**src/rtl/clkdiv_pkg.sv**
```systemverilog
// Shared types and helpers for the multi-channel clock divider.
package clkdiv_pkg;

    typedef enum logic {
        MODE_TOGGLE = 1'b0,
        MODE_PULSE  = 1'b1
    } clkdiv_mode_t;

    // A divisor of zero has no meaningful period, so it behaves as divide-by-one.
    function automatic logic [31:0] clamp_div(input logic [31:0] d);
        return (d == 32'd0) ? 32'd1 : d;
    endfunction

endpackage

```
**src/rtl/clkdiv_channel.sv**
```systemverilog
// One divider channel: counter, active/staged settings, registered clk_out/tick.
// Outputs change one edge after a wrap; staged config waits for the next period boundary.
module clkdiv_channel #(
    parameter int DIV_WIDTH   = 16,
    parameter int DEFAULT_DIV = 50000
) (
    input  logic                 clk_in,
    input  logic                 reset_n,
    input  logic                 en,
    input  logic                 load,
    input  logic [DIV_WIDTH-1:0] cfg_div,
    input  logic                 cfg_mode,
    output logic                 clk_out,
    output logic                 tick,
    output logic                 pending
);
    import clkdiv_pkg::*;

    logic [DIV_WIDTH-1:0] cnt;
    logic [DIV_WIDTH-1:0] act_div;
    logic [DIV_WIDTH-1:0] stg_div;
    clkdiv_mode_t         act_mode;
    clkdiv_mode_t         stg_mode;
    logic                 wrap;
    logic [DIV_WIDTH-1:0] stg_clamped;
    logic [DIV_WIDTH-1:0] cfg_clamped;

    assign wrap        = (cnt == act_div - DIV_WIDTH'(1));
    assign stg_clamped = DIV_WIDTH'(clamp_div(32'(stg_div)));
    assign cfg_clamped = DIV_WIDTH'(clamp_div(32'(cfg_div)));

    always_ff @(posedge clk_in or negedge reset_n) begin
        if (!reset_n) begin
            cnt      <= '0;
            act_div  <= DIV_WIDTH'(DEFAULT_DIV);
            act_mode <= MODE_TOGGLE;
            stg_div  <= '0;
            stg_mode <= MODE_TOGGLE;
            pending  <= 1'b0;
            clk_out  <= 1'b0;
            tick     <= 1'b0;
        end else if (!en) begin
            // Idle channel: no boundary to wait for, so settings land immediately.
            cnt     <= '0;
            clk_out <= 1'b0;
            tick    <= 1'b0;
            pending <= 1'b0;
            if (load) begin
                act_div  <= cfg_clamped;
                act_mode <= clkdiv_mode_t'(cfg_mode);
            end else if (pending) begin
                act_div  <= stg_clamped;
                act_mode <= stg_mode;
            end
        end else begin
            if (load) begin
                stg_div  <= cfg_div;
                stg_mode <= clkdiv_mode_t'(cfg_mode);
                pending  <= 1'b1;
            end
            if (wrap) begin
                cnt <= '0;
                if (pending && (stg_mode != act_mode)) begin
                    clk_out <= 1'b0;
                    tick    <= 1'b0;
                end else if (act_mode == MODE_PULSE) begin
                    clk_out <= 1'b1;
                    tick    <= 1'b1;
                end else begin
                    clk_out <= ~clk_out;
                    tick    <= ~clk_out;
                end
                if (pending) begin
                    act_div  <= stg_clamped;
                    act_mode <= stg_mode;
                    pending  <= 1'b0;
                end
            end else begin
                cnt  <= cnt + DIV_WIDTH'(1);
                tick <= 1'b0;
                if (act_mode == MODE_PULSE) begin
                    clk_out <= 1'b0;
                end
            end
        end
    end

endmodule

```
**src/rtl/clock_divider_multi.sv**
```systemverilog
// Multi-channel programmable clock/tick divider with a single valid/ready config port.
// Outputs registered; cfg_ready is combinational and low while the target channel has a staged update.
module clock_divider_multi #(
    parameter int N_CH        = 4,
    parameter int DIV_WIDTH   = 16,
    parameter int DEFAULT_DIV = 50000
) (
    input  logic                    clk_in,
    input  logic                    reset_n,
    input  logic [N_CH-1:0]         en,
    input  logic                    cfg_valid,
    output logic                    cfg_ready,
    input  logic [$clog2(N_CH)-1:0] cfg_ch,
    input  logic [DIV_WIDTH-1:0]    cfg_div,
    input  logic                    cfg_mode,
    output logic [N_CH-1:0]         clk_out,
    output logic [N_CH-1:0]         tick,
    output logic [N_CH-1:0]         pending
);
    localparam int CH_W = $clog2(N_CH);

    logic [N_CH-1:0] load;

    // Out-of-range channel numbers match nothing: always ready, silently dropped.
    always_comb begin
        cfg_ready = 1'b1;
        load      = '0;
        for (int c = 0; c < N_CH; c++) begin
            if (cfg_ch == CH_W'(c)) begin
                cfg_ready = !pending[c];
                load[c]   = cfg_valid && !pending[c];
            end
        end
    end

    for (genvar c = 0; c < N_CH; c++) begin : g_ch
        clkdiv_channel #(
            .DIV_WIDTH   (DIV_WIDTH),
            .DEFAULT_DIV (DEFAULT_DIV)
        ) u_ch (
            .clk_in   (clk_in),
            .reset_n  (reset_n),
            .en       (en[c]),
            .load     (load[c]),
            .cfg_div  (cfg_div),
            .cfg_mode (cfg_mode),
            .clk_out  (clk_out[c]),
            .tick     (tick[c]),
            .pending  (pending[c])
        );
    end

endmodule

```
**config.mk**
```make
export PLATFORM = sky130hd
export DESIGN_NAME = clock_divider_multi
export DESIGN_NICKNAME = d
export VERILOG_FILES = /design/src/rtl/clkdiv_pkg.sv /design/src/rtl/clkdiv_channel.sv /design/src/rtl/clock_divider_multi.sv
export SDC_FILE = /design/constraint.sdc
export NUM_CORES = 1
export LEC_CHECK = 0
export BUFFER_PORTS_ARGS = -buffer_cell sky130_fd_sc_hd__buf_4
export CAP_MARGIN = 25
export CORE_ASPECT_RATIO = 1.2
export CORE_MARGIN = 4
export CORE_UTILIZATION = 57
export CTS_BUF_LIST = sky130_fd_sc_hd__clkbuf_16
export DETAILED_ROUTE_END_ITERATION = 10
export PLACE_DENSITY_LB_ADDON = 0.15
export SETUP_SLACK_MARGIN = 0.5
export SYNTH_ARGS = -nofsm -noshare
export SYNTH_HDL_FRONTEND = slang
export SYNTH_SLANG_ARGS = --single-unit
```
**constraint.sdc**
```tcl
create_clock -name clk_in -period 3.3 [get_ports clk_in]
set_input_delay 0.66 -clock clk_in [delete_from_list [all_inputs] [get_ports clk_in]]
set_output_delay 0.66 -clock clk_in [all_outputs]
set_load 0.02 [all_outputs]
```
# Word level (Yosys, flattened, before mapping)
# Cells that the tools add are included.
[word_totals]
out_inout_bits = 13
elab_cells = 182
regBits = 212
[op_classes]
reduce_logical = 22
add_sub_neg = 8
eq_ne = 19
bitwise_logic = 4
muxes = 97
[op_table]
columns = ["op", "count"]
rows = [
  ["2-to-1 mux 16 bit", 29],
  ["logical NOT 16 bit", 5],
  ["2-to-1 mux 1 bit", 68],
  ["adder 16 x 1 -> 16 bit (second input constant)", 4],
  ["== test 16 bit", 4],
  ["subtractor 16 x 1 -> 16 bit (second input constant)", 4],
  ["!= test 3 x 1 -> 1 bit (second input constant)", 4],
  ["logical AND 1 bit", 8],
  ["!= test 2 x 1 -> 1 bit (second input constant)", 4],
  ["AND reduction 2 bit", 4],
  ["== test 2 bit (second input constant)", 2],
  ["logical NOT 1 bit", 4],
  ["!= test 1 bit", 4],
  ["NOT 1 bit", 4],
  ["== test 2 x 1 -> 1 bit (second input constant)", 1],
  ["logical NOT 2 bit", 1],
]

# Depth between registers and ports, before layout
[logic_depth]
ltp_word = 7
depth_mapped = 11

# By module
# Synthesis repeated with hierarchy kept, for this count alone.
[hier_totals]
cells_unflattened = 1433
hier_area_um2 = 13671.9
[modules_own_cells]
columns = ["module", "cells_each", "area_each_um2", "seq_area_each_um2", "n_inst"]
rows = [
  ["clkdiv_channel (g_ch[2].u_ch ...)", 371, 3419.5, 1333.8, 2],
  ["clkdiv_channel (g_ch[0].u_ch ...)", 342, 3385.7, 1333.8, 2],
  ["clock_divider_multi", 7, 61.3, 0.0, 1],
]

# Worst setup path after synthesis
# Ideal clock, no wire load.
[synth_timing]
path_kind = "reg-to-reg"
startpoint = "register g_ch[3].u_ch.act_div[10]"
endpoint = "register g_ch[3].u_ch.act_div[5]"
slack_ns = 0.247
synth_period_minus_slack_ns = 3.053
required_time_ns = 3.152
t_arrival_ns = 2.905
stages_incl_launch_ff = 9
cell_sequence = "dfrtp_1 nor4_1 nand4_1 xnor2_1 a21o_1 or4_1 o31ai_2 clkbuf_1 a221oi_1"
[synth_between]
elab_chain_len = 3
[synth_rtl]
columns = ["item", "line", "text"]
rows = [
  ["start, declared", "clkdiv_channel.sv:20", "logic [DIV_WIDTH-1:0] act_div;"],
  ["start signal, assigned", "clkdiv_channel.sv:35", "act_div <= DIV_WIDTH'(DEFAULT_DIV);"],
  ["start signal, assigned", "clkdiv_channel.sv:49", "act_div <= cfg_clamped;"],
  ["start signal, assigned", "clkdiv_channel.sv:52", "act_div <= stg_clamped;"],
  ["subtractor 16 x 1 -> 16 bit", "clkdiv_channel.sv:28", "assign wrap = (cnt == act_div - DIV_WIDTH'(1));"],
  ["== test 16 bit", "clkdiv_channel.sv:28", ""],
  ["!= test 2 x 1 -> 1 bit (no source line)", "n/a", ""],
]
# No other way between the ends.
# A chain may end at the register's enable or synchronous reset.

# Worst setup path after layout
[layout_timing]
startpoint = "register g_ch[0].u_ch.act_div[1]"
endpoint = "register g_ch[0].u_ch.act_div[2]"
[layout_between]
elab_chain_len = 3
[layout_rtl]
columns = ["item", "line"]
rows = [
  ["start, declared", "clkdiv_channel.sv:20"],
  ["start signal, assigned", "clkdiv_channel.sv:35"],
  ["start signal, assigned", "clkdiv_channel.sv:49"],
  ["start signal, assigned", "clkdiv_channel.sv:52"],
  ["subtractor 16 x 1 -> 16 bit", "clkdiv_channel.sv:28"],
  ["== test 16 bit", "clkdiv_channel.sv:28"],
  ["!= test 2 x 1 -> 1 bit (no source line)", "n/a"],
]
# No other way between the ends.

==> impl_metrics.json <==
{
  "maxCapViolCount": 0,
  "multi_input_area_um2": 6979,
  "htreeDepth": 1,
  "clkTransAtPathRegs_ns": 0.06,
  "dr.pass1.iters": 5,
  "pwr-share-seq_pct": 43.8,
  "start_kind": "flop",
  "crit_type": "flop to flop",
  "cts_tree": "done",
  "cp-startpoint": "g_ch[0].u_ch.act_div[1]",
  "initialDrtViolationCount": 668,
  "synth_area_um2": 12580,
  "route.vias.total": 10250,
  "gr-total-overflow": 0,
  "ys_warn_count": 0,
  "fmax_ghz": 0.3331,
  "final_common_cell": "dfrtp_1",
  "wl_per_cell_um": 19.78,
  "min_path_type": "input pin to asynchronous set/reset pin",
  "cp.required_ns": 3.75,
  "synth_ff_type": "dfrtp_1",
  "crit_path_end_kind": "flop",
  "period_minus_slack_ns": 3.003,
  "r2r-start": "g_ch[0].u_ch.act_div[1]",
  "grt_pass1_vias": 9950,
  "post_route_cells_drive_above_1_share_pct": 22.99,
  "p_per_area_nw_per_um2": 566.0,
  "die_w_um": 143.6,
  "synth_edf_count": 0,
  "arrival_ns": 3.45,
  "rsz0062_at_grt": "true",
  "ys_async_sr_fraction_pct": 100.0,
  "cts_buffer_depth": 3,
  "design_area_um2": 14530,
  "final_core_util_pct": 66.94,
  "stdcell_count": 1618,
  "p_int_mw": 5.700,
  "place_congestion": 0.9185,
  "numCtsBuffers": 23,
  "fillers": 1719,
  "grt_max_degree": 70,
  "setup_tns_ns": 0,
  "cts_sinks": 212,
  "setup_ws_ns": 0.2975,
  "fp.coreArea_um2": 21700,
  "place_area_um2": 13130,
  "tightest_slew_ns": 0.9795,
  "num_antenna_cells": 0,
  "r2r-end": "g_ch[0].u_ch.act_div[2]",
  "swShare_pct": 30.68,
  "syn-num-nets": 1337,
  "cts_hold_buffers": 0,
  "syn_inst": 1303,
  "path_cells": "or4_4 -> or3_4 -> a2111oi_4 -> nor4b_4 -> o2111ai_4 -> buf_12 -> or4b_1 -> nand3_1",
  "insertion_delay_ns": 0.52,
  "hpwl_um": 21600,
  "critical_path.max_stage_delay_ns": 0.55,
  "final_cell_mix": "182 x dfrtp_1, 114 x nor2_1, 87 x buf_4",
  "seq_area_frac_synth_pct": 42.42,
  "ios": 39,
  "critPathCapture": "g_ch[0].u_ch.act_div[2]",
  "wl_um": 32010,
  "finalHoldViolCount": 0,
  "dieHeight_um": 170.7,
  "fp-row-count": 59,
  "ys_ff_latch": 212,
  "start_util_pct": 57.96,
  "crit_fanout": 18,
  "p_leak_nw": 5.989,
  "drc": 0,
  "port_buffers": 38,
  "dp_slack_ns": 0.2438,
  "slew_violations": 0,
  "die-area_um2": 24520,
  "setup_viol": 0,
  "critical-path-slowest-cell": "or4_4",
  "antenna_found_initial": 0,
  "ys_types": 78,
  "pwr-share-comb_pct": 22.0,
  "cts_root_buffer": "clkbuf_16",
  "peakVddDrop_mv": 0.7736,
  "syn_avg_cell_area_um2": 9.653,
  "regArea_um2": 5343,
  "max_slew_margin_pct": 34.51,
  "pwr-share-clk_pct": 34.2,
  "place_inst": 1554,
  "period_share_pct": 90.98,
  "p_total_mw": 8.223,
  "synthToLayoutAreaGrowth_pct": 15.50,
  "reg2reg_slack_ns": 0.30,
  "finalNetCount": 1361,
  "viasPerCell": 6.336,
  "grt_util_all_layers_pct": 25.67,
  "ant_nets": 0,
  "status": "complete, no violations",
  "fin_worst_skew_ns": 0.009043,
  "p_sw_mw": 2.522,
  "grt_pass1_wl_um": 52040,
  "reg2reg_depth": 8,
  "holdWs_ns": 0.08517
}
-- timing repair --
| action | 4_1_cts | 5_1_grt |
|---|---|---|
| buffers inserted | 4 | 15 |
| cloned | 0 | 3 |
| pin swaps | 4 | 18 |
| endpoints found under the setup margin | 118 | 136 |
| gates resized for setup | 19 | 68 |
-- layer usage --
| layer | global-route usage, % | part of all wire, % | vias to the layer above |
|---|---|---|---|
| met2 | 43.70 | 50 | 264 |
| met1 | 35.19 | 43 | 5139 |
| met5 | 0 | 0 | - |
| met4 | 5.979 | 2.1 | 0 |
| met3 | 3.187 | 4.8 | 55 |
| li1 | - | - | 4794 |
-- worst min path at each step --
stage,from,end,slack [ns]
after floorplan,reset_n,g_ch[0].u_ch.act_div[0],0.36
after global placement,g_ch[3].u_ch.act_div[15],g_ch[3].u_ch.act_div[15],0.48
final,reset_n,g_ch[0].u_ch.cnt[9],0.09
after CTS,reset_n,g_ch[0].u_ch.act_mode,0.10
after detailed placement,g_ch[3].u_ch.act_div[14],g_ch[3].u_ch.act_div[14],0.50
after global routing,reset_n,g_ch[0].u_ch.cnt[11],0.12
-- state kept, by name, summed over array words and instances, names as in the netlist --
name / cells
g_ch.u_ch.stg_div: 64
g_ch.u_ch.act_mode: 4
g_ch.u_ch.stg_mode: 4
g_ch.u_ch.clk_out: 4
g_ch.u_ch.tick: 4
g_ch.u_ch.pending: 4
g_ch.u_ch.act_div: 64
g_ch.u_ch.cnt: 64
-- worst max-delay path, delay by kind of cell, from the launching register on --
family / cells / cell delay, ns
and+or+nand+nor: 5 / 1.82
AOI/OAI and AO/OA: 2 / 0.50
DFF: 1 / 0.43
buffers and inverters: 1 / 0.19
-- final cells by class --
cell class,instances,share of cell area [%]
well taps,274,2.360
clock inverters,19,1.645
repair buffers,98,5.770
clock buffers,23,3.962
flip-flops and latches,212,36.78
multi-input cells,936,48.04
inverters,56,1.447
-- logic make-up (layout without fill, tap and decap cells) --
group	after synthesis	after routing	share of synthesized area, %
compound gates	287	287	16.91
xor+xnor	135	135	9.400
fa+ha+maj	8	8	0.7958
buf+inv	155	196	5.153
flops	212	212	42.42
mux	69	69	6.267
simple gates	437	437	19.06
-- cell usage after synthesis (all sizes together) (6+ instances only) --
library cell / count / area [um^2]
dfrtp: 188 / 4705
nor2: 114 / 427.9
xnor2: 76 / 665.6
clkbuf: 70 / 262.8
mux2: 68 / 765.7
nand3: 63 / 315.3
xor2: 59 / 516.8
inv: 56 / 210.2
nand2: 40 / 150.1
o22ai: 40 / 250.2
o21ai: 36 / 183.9
nor3: 32 / 160.2
nor4: 32 / 219.0
buf: 29 / 175.2
and3: 25 / 156.4
dfstp: 24 / 630.6
a21oi: 23 / 115.1
and2: 23 / 143.9
nand2b: 23 / 143.9
o211ai: 22 / 165.2
nand4: 21 / 131.4
o211a: 21 / 210.2
o21a: 18 / 135.1
o22a: 17 / 148.9
a221oi: 16 / 140.1
a22oi: 16 / 120.1
or4b: 16 / 160.2
o21bai: 14 / 105.1
a31oi: 9 / 56.30
ha: 8 / 100.1
a41oi: 7 / 61.31
and4: 7 / 61.31
nor2b: 7 / 43.79
a21boi: 6 / 45.04
or3: 6 / 42.54
or4: 6 / 48.80
-- power by group through the flow --
stage,combinational [mW],sequential (mW),clock [mW]
2_1_floorplan,1.29,3.41,0
6_report,1.81,3.60,2.81
3_3_place_gp,1.57,3.59,0
3_5_place_dp,1.62,3.60,0
5_1_grt,1.99,3.66,2.97
4_1_cts,1.67,3.56,2.86
Note: power is estimated with default switching activity, not from simulation.
